File: config.mk
export PLATFORM = sky130hd
export DESIGN_NAME = ddr_cmd_scheduler
export DESIGN_NICKNAME = d
export VERILOG_FILES = /design/src/rtl/ddr_cmd_scheduler.sv
export SDC_FILE = /design/constraint.sdc
export NUM_CORES = 1
export LEC_CHECK = 0
export BUFFER_PORTS_ARGS = -buffer_cell sky130_fd_sc_hd__buf_4
export CELL_PAD_IN_SITES_DETAIL_PLACEMENT = 1
export CELL_PAD_IN_SITES_GLOBAL_PLACEMENT = 2
export CORE_MARGIN = 2
export CORE_UTILIZATION = 29
export DETAILED_ROUTE_END_ITERATION = 8
export GPL_TIMING_DRIVEN = 0
export PLACE_DENSITY_LB_ADDON = 0.1
export SETUP_SLACK_MARGIN = 0.02
export SYNTH_ARGS = -nofsm -noshare
export SYNTH_HDL_FRONTEND = slang
export SYNTH_SLANG_ARGS = --single-unit
File: constraint.sdc
create_clock -name clk2x -period 2.8 [get_ports clk2x]
set_clock_uncertainty 0.1 [all_clocks]
set_input_delay 0.56 -clock clk2x [delete_from_list [all_inputs] [get_ports clk2x]]
set_output_delay 0.56 -clock clk2x [all_outputs]
set_load 0.02 [all_outputs]
File: src/rtl/ddr_cmd_scheduler.sv
// DDR command scheduler: per-bank open-row tracking, tRCD/tRP/tRAS timing, BL2/4/8 read/write bursts.
// One request in flight; req_ready only in IDLE with a legal burst_len, burst starts 0 cycles (row hit) or after PRE/ACT.
module ddr_cmd_scheduler #(
    parameter int ROW_WIDTH = 14,
    parameter int COL_WIDTH = 10,
    parameter int TRCD      = 2,
    parameter int TRP       = 2,
    parameter int TRAS      = 6
) (
    input  logic                          clk2x,
    input  logic                          rst,
    input  logic [2:0]                    burst_len,
    input  logic                          burst_type,
    input  logic                          req_valid,
    output logic                          req_ready,
    input  logic                          req_we,
    input  logic [1:0]                    req_ba,
    input  logic [ROW_WIDTH-1:0]          req_row,
    input  logic [COL_WIDTH-1:0]          req_col,
    input  logic [15:0]                   wr_data,
    output logic                          wr_beat,
    output logic                          rd_valid,
    output logic [1:0]                    ba,
    output logic [3:0][ROW_WIDTH-1:0]     ra,
    output logic [COL_WIDTH-1:0]          ca,
    output logic [3:0]                    row_active,
    output logic                          read_active,
    output logic                          write_active,
    output logic                          burst_stop,
    output logic [15:0]                   data_in,
    output logic                          busy,
    output logic                          illegal_cfg
);
    localparam int CW = 8;
    localparam logic [CW-1:0] CNT_ONE = CW'(1);

    typedef enum logic [2:0] {
        IDLE, PRE, PRE_WAIT, ACT, RCD_WAIT, RD_BURST, WR_BURST, GAP
    } state_t;

    state_t                       state_q, state_d;
    logic                         we_q, we_d;
    logic [1:0]                   bank_q, bank_d;
    logic [ROW_WIDTH-1:0]         row_q, row_d;
    logic [COL_WIDTH-1:0]         col_q, col_d;
    logic [2:0]                   last_q, last_d;
    logic [2:0]                   beat_q, beat_d;
    logic [CW-1:0]                trp_q, trp_d;
    logic [CW-1:0]                trcd_q, trcd_d;
    logic [3:0][CW-1:0]           tras_q, tras_d;
    logic [3:0][ROW_WIDTH-1:0]    ra_q, ra_d;
    logic [3:0]                   row_active_q, row_active_d;
    logic                         rd_valid_q, rd_valid_d;
    logic [2:0]                   req_last;
    logic                         accept;

    // burst_type only changes the array's column order; command timing is identical for both.
    logic unused_burst_type;
    assign unused_burst_type = burst_type;

    always_comb begin
        req_last    = 3'd1;
        illegal_cfg = 1'b0;
        case (burst_len)
            3'd1:    req_last = 3'd1;
            3'd2:    req_last = 3'd3;
            3'd3:    req_last = 3'd7;
            default: illegal_cfg = 1'b1;
        endcase
    end

    assign accept = req_valid && req_ready;

    always_ff @(posedge clk2x) begin
        if (rst) begin
            state_q      <= IDLE;
            we_q         <= 1'b0;
            bank_q       <= '0;
            row_q        <= '0;
            col_q        <= '0;
            last_q       <= '0;
            beat_q       <= '0;
            trp_q        <= '0;
            trcd_q       <= '0;
            tras_q       <= '0;
            ra_q         <= '0;
            row_active_q <= '0;
            rd_valid_q   <= 1'b0;
        end else begin
            state_q      <= state_d;
            we_q         <= we_d;
            bank_q       <= bank_d;
            row_q        <= row_d;
            col_q        <= col_d;
            last_q       <= last_d;
            beat_q       <= beat_d;
            trp_q        <= trp_d;
            trcd_q       <= trcd_d;
            tras_q       <= tras_d;
            ra_q         <= ra_d;
            row_active_q <= row_active_d;
            rd_valid_q   <= rd_valid_d;
        end
    end

    always_comb begin
        state_d      = state_q;
        we_d         = we_q;
        bank_d       = bank_q;
        row_d        = row_q;
        col_d        = col_q;
        last_d       = last_q;
        beat_d       = beat_q;
        trp_d        = trp_q;
        trcd_d       = trcd_q;
        ra_d         = ra_q;
        row_active_d = row_active_q;
        rd_valid_d   = (state_q == RD_BURST);
        for (int b = 0; b < 4; b++) begin
            tras_d[b] = (tras_q[b] == '0) ? '0 : tras_q[b] - CNT_ONE;
        end

        case (state_q)
            IDLE: begin
                if (accept) begin
                    we_d   = req_we;
                    bank_d = req_ba;
                    row_d  = req_row;
                    col_d  = req_col;
                    last_d = req_last;
                    beat_d = '0;
                    if (!row_active_q[req_ba]) begin
                        state_d = ACT;
                    end else if (ra_q[req_ba] == req_row) begin
                        state_d = req_we ? WR_BURST : RD_BURST;
                    end else begin
                        state_d = PRE;
                    end
                end
            end
            PRE: begin
                if (tras_q[bank_q] == '0) begin
                    row_active_d[bank_q] = 1'b0;
                    trp_d                = CW'(TRP - 1);
                    state_d              = PRE_WAIT;
                end
            end
            PRE_WAIT: begin
                if (trp_q == '0) state_d = ACT;
                else             trp_d   = trp_q - CNT_ONE;
            end
            ACT: begin
                ra_d[bank_q]         = row_q;
                row_active_d[bank_q] = 1'b1;
                tras_d[bank_q]       = CW'(TRAS - 1);
                trcd_d               = CW'(TRCD - 1);
                state_d              = RCD_WAIT;
            end
            RCD_WAIT: begin
                if (trcd_q == '0) state_d = we_q ? WR_BURST : RD_BURST;
                else              trcd_d  = trcd_q - CNT_ONE;
            end
            RD_BURST, WR_BURST: begin
                if (beat_q == last_q) begin
                    beat_d  = '0;
                    state_d = GAP;
                end else begin
                    beat_d  = beat_q + 3'd1;
                end
            end
            GAP:     state_d = IDLE;
            default: state_d = IDLE;
        endcase
    end

    always_comb begin
        busy         = (state_q != IDLE);
        req_ready    = (state_q == IDLE) && !illegal_cfg;
        read_active  = (state_q == RD_BURST);
        write_active = (state_q == WR_BURST);
        wr_beat      = write_active;
        data_in      = write_active ? wr_data : 16'h0000;
    end

    assign ba         = bank_q;
    assign ca         = col_q;
    assign ra         = ra_q;
    assign row_active = row_active_q;
    assign rd_valid   = rd_valid_q;
    assign burst_stop = 1'b0;

endmodule

======== Word-level counts from Yosys, hierarchy flattened ========
Index checks and enable logic that the tools add are counted.
word-level totals
  bits in registers ....................... 145
  word-level logic and storage cells ...... 119
operators by class
  add/subtract/negate cells ............... 7
  magnitude comparators ................... 3
  equal/unequal tests ..................... 19
  muxes and demuxes ....................... 41
  bitwise operators ....................... 6
  reductions and logical operators ........ 24
operators with widths
  kind                                                                   number
  8-bit 2-to-1 mux                                                       9
  56-bit bitwise mux                                                     1
  8-bit zero test                                                        7
  8-bit by 1-bit subtractor with 8-bit output, second input constant     6
  32-bit 2-to-1 mux                                                      1
  8-bit case mux with 2 select lines                                     2
  14-bit binary-select mux with 2-bit select                             1
  14-bit demux with 2-bit select                                         1
  14-bit 2-to-1 mux                                                      2
  3-bit 2-to-1 mux                                                       9
  24-bit AND                                                             1
  24-bit inverter                                                        1
  3-bit case mux with 7 select lines                                     1
  8-bit binary-select mux with 2-bit select                              1
  8-bit demux with 2-bit select                                          1
  16-bit 2-to-1 mux                                                      1
  14-bit equality test                                                   1
  2-bit != test, second input constant                                   7
  3-bit by 2-bit equality test with 1-bit output, second input constant  4
  3-bit equality test, second input constant                             4
  3-bit case mux with 2 select lines                                     2
  8-bit OR                                                               1
  4-bit case mux with 2 select lines                                     1
  2-bit AND reduction                                                    4
  other kinds (21)                                                       31

======== Depth between registers and ports, before layout ========
  depth after elaboration ................. 8
  gate-level depth with buffers ........... 9
  depth with buffers taken out ............ 8

======== Worst setup path before layout ========
No wires, ideal clock.
  path kind ............................... input -> register
  from .................................... input req_ba[1]
  to ...................................... register state_q[0]
  setup time .............................. 0.125 ns
  arrival ................................. 2.513 ns
  required time ........................... 2.575 ns
  path slack .............................. 0.062 ns
  stages .................................. 8
  buffers on the path ..................... 2
  path through ............................ clkbuf_1 -> clkbuf_1 -> mux4_2 -> xnor2_2 -> nand4_2 -> nor4_4 -> a31oi_1 -> o41a_1
between the ends
  word-level cells in the longest chain between the ends .. 7
RTL lines
  what                                        line  source
  start, declared                             17    input logic [1:0] req_ba,
  14-bit binary-select mux with 2-bit select  134   end else if (ra_q[req_ba] == req_row) begin
  14-bit 2-to-1 mux (not written as such)     134
  14-bit equality test                        134
  3-bit 2-to-1 mux                            134
  3-bit 2-to-1 mux *                          132   if (!row_active_q[req_ba]) begin
  3-bit 2-to-1 mux *                          125   if (accept) begin
  3-bit case mux with 7 select lines *        123   case (state_q)
  end signal, assigned                        90    state_q <= state_d;
  end, declared                               41    state_t state_q, state_d;
Mark *: on every way between the ends. The rest lies on a longest branch, timed or not. The select of a mux whose other input is x is not followed.
A chain may end at the register's enable or synchronous reset.

======== Worst setup path after layout ========
Same ends and word-level chain as after synthesis.

==> flow_summary.toml <==
[run_status]
status = "finished clean"

[route]
wirelength_mm = 22.7
drt_iter0_drc = 217
num_vias = 5921
vias_per_cell = 4.91
dr.pass1.iters = 4
drc = 0
ant_nets = 0
routedWlPerCell_um = 18.8

[global_route]
grt_max_degree = 17
gr-total-overflow = 0
antenna_found_initial = 0
grt_first_pass_wirelength_mm = 35.0
grt_pass1_vias = 6169
grtUsageTotal_pct = 19.3

[synth]
async_flop_share_pct = 0
synthesis.nets = 818
synth_edf_count = 0
syn_area_um2 = 6440
synth-seq-cells = 145
synth_seq_area_share_pct = 45.1
synth_ff_type = "dfxtp_1"
yosys_warnings = 0
syn_inst = 755
avgSynthCellArea_um2 = 8.53
ys_types = 55

[pwr]
ir_drop_v = 0.000365
p_per_area_nw_per_um2 = 823
leakage_nw = 3.36

[clocking]
clock-root-buffer = "clkbuf_16"
cts_num_sinks = 145
ctsHoldBuffers = 0
cts_max_level = 4
path_clk_slew_ns = 0.07
tritoncts = "yes"
clock_path_buffers = 2
cts_resized = 7
clk_latency_ns = 0.42
cts_inserted_buffers = 17
cts_setup_buffers = 0

[timing]
fmax_mhz = 380
fin_tns_setup_ns = 0
final.setup.worst_slack_ns = 0.165
drv_slew = 0
finalSetupViolCount = 0
tightest_slew_ns = 0.833
maxSlewHeadroom_pct = 44.4
rsz0062_at_grt = "false"
period_minus_slack_ns = 2.63
period_share_pct = 94.1
finalHoldViolCount = 0
timing.hold.ws_ns = 0.288

[place]
dp_hpwl_mm = 16.8
globalplace.congestion = 0.782
place_area_um2 = 7850
port_buffers = 141
place_inst = 1176
place_ws_ns = -0.964

[cells_and_area]
antenna_cells = 0
mostFrequentLayoutCells = "nand2_1, dfxtp_1, buf_4"
syn_to_final_growth_pct = 31.1
final_common_cell = "nand2_1"
final_cells = 1206
nets = 976
fillers = 2597
drive_gt1_share_pct = 22.8
postLayoutCellArea_um2 = 8440

[setup_path]
crit_path_start = "req_ba[1]"
crit_type = "in2reg"
path_max_fanout = 10
required_ns = 3.01
crit_path_end_kind = "flip-flop"
cp.arrival_ns = 2.84
crit_path_start_kind = "input port"
r2r_start = "state_q[0]"

[run]
maxCapViolations = 0

[floorplan]
die_h_um = 153
initial_core_util_pct = 29.5
core_area_um2 = 21800
io_pins = 146
num_rows = 54
die_x_um = 153
dieArea_um2 = 23400

[worst_hold_path]
min_path_type = "in2reg"
hold_path.startpoint = "req_col[1]"
## per-layer routing
metal  share of wire, %  GRT usage [%]  routed length, um  up-vias
li1                   -              -                  -     2886
met3                4.3           3.86                979        8
met5                  0              0                  0        -
met2                 49           33.7              11200      129
met4               0.55           4.23                125        0
met1                 46           24.8              10400     2898
## state kept, by name (all words and copies together) (netlist names), named ones only
register / cells
ca: 10
row_q: 14
rd_valid: 1
state_q: 3
trcd_q: 8
ra: 56
trp_q: 8
we_q: 1
beat_q: 3
ba: 2
tras_q: 32
last_q: 3
## report_power, final
group	internal (W)	leakage, nW	total (W)	switching, W
sequential	0.00238	1.18	0.00266	0.000287
clock	0.00126	0.273	0.00222	0.000963
combinational	0.000854	1.91	0.00206	0.00121
## synth_stat cells (10+ instances only)
| master | instances | area, um^2 |
|---|---|---|
| a21oi_1 | 98 | 490 |
| dfxtp_1 | 145 | 2900 |
| nor4_1 | 10 | 62.6 |
| nand3_1 | 10 | 50.1 |
| nor2_1 | 57 | 214 |
| inv_1 | 16 | 60.1 |
| and2_1 | 16 | 100 |
| clkbuf_1 | 37 | 139 |
| xor2_1 | 16 | 140 |
| nand2b_1 | 11 | 68.8 |
| xnor2_1 | 29 | 254 |
| ha_1 | 13 | 163 |
| nand2_1 | 190 | 713 |
## final cells by class
cell class	instances	area, um^2	area share [%]
clock inverter	14	133	1.57
buffer	40	194	2.30
timing repair buffer	141	1060	12.5
clock buffer	18	439	5.20
inverter	18	67.6	0.801
tap	280	350	4.15
multi-input combinational	550	3290	39.0
sequential	145	2900	34.4
## worst max-delay path: stages
cell and delay [ns]:
clkbuf_2 0.21, clkbuf_4 0.33, mux4_2 0.35, xnor2_1 0.33, nand4_1 0.20, nor4_4 0.34, a31oi_1 0.14, o41a_1 0.37
## per-stage QoR
stage / total power (W) / util, %
global route: 0.00739 / 38.7
floorplan: 0.00414 / -
detailed placement: 0.00478 / 36.0
finish: 0.00695 / 38.7
CTS: 0.00703 / 38.6
global placement: 0.00465 / 36.0
## kinds of logic (layout without fill, tap and decap cells)
family | Yosys count | in the layout | synth area share, %
AO/OA/AOI/OAI | 149 | 149 | 13.4
XOR/XNOR | 49 | 49 | 7.13
adder cells (fa/ha/maj) | 13 | 13 | 2.53
buffers and inverters | 60 | 231 | 4.00
flip-flops | 145 | 145 | 45.1
multiplexers | 16 | 16 | 5.81
other | 1 | 1 | 0.0583
AND/OR/NAND/NOR | 322 | 322 | 22.0
## path summary, 6_finish.rpt
path	to	slack, ns	cells past startpoint
max reg2reg	ra[38]	0.22	8
min reg2reg	ca[1]	0.36	2
min	ca[1]	0.29	3
max	state_q[0]	0.17	8
No activity file was read; power rests on OpenSTA's default activity.
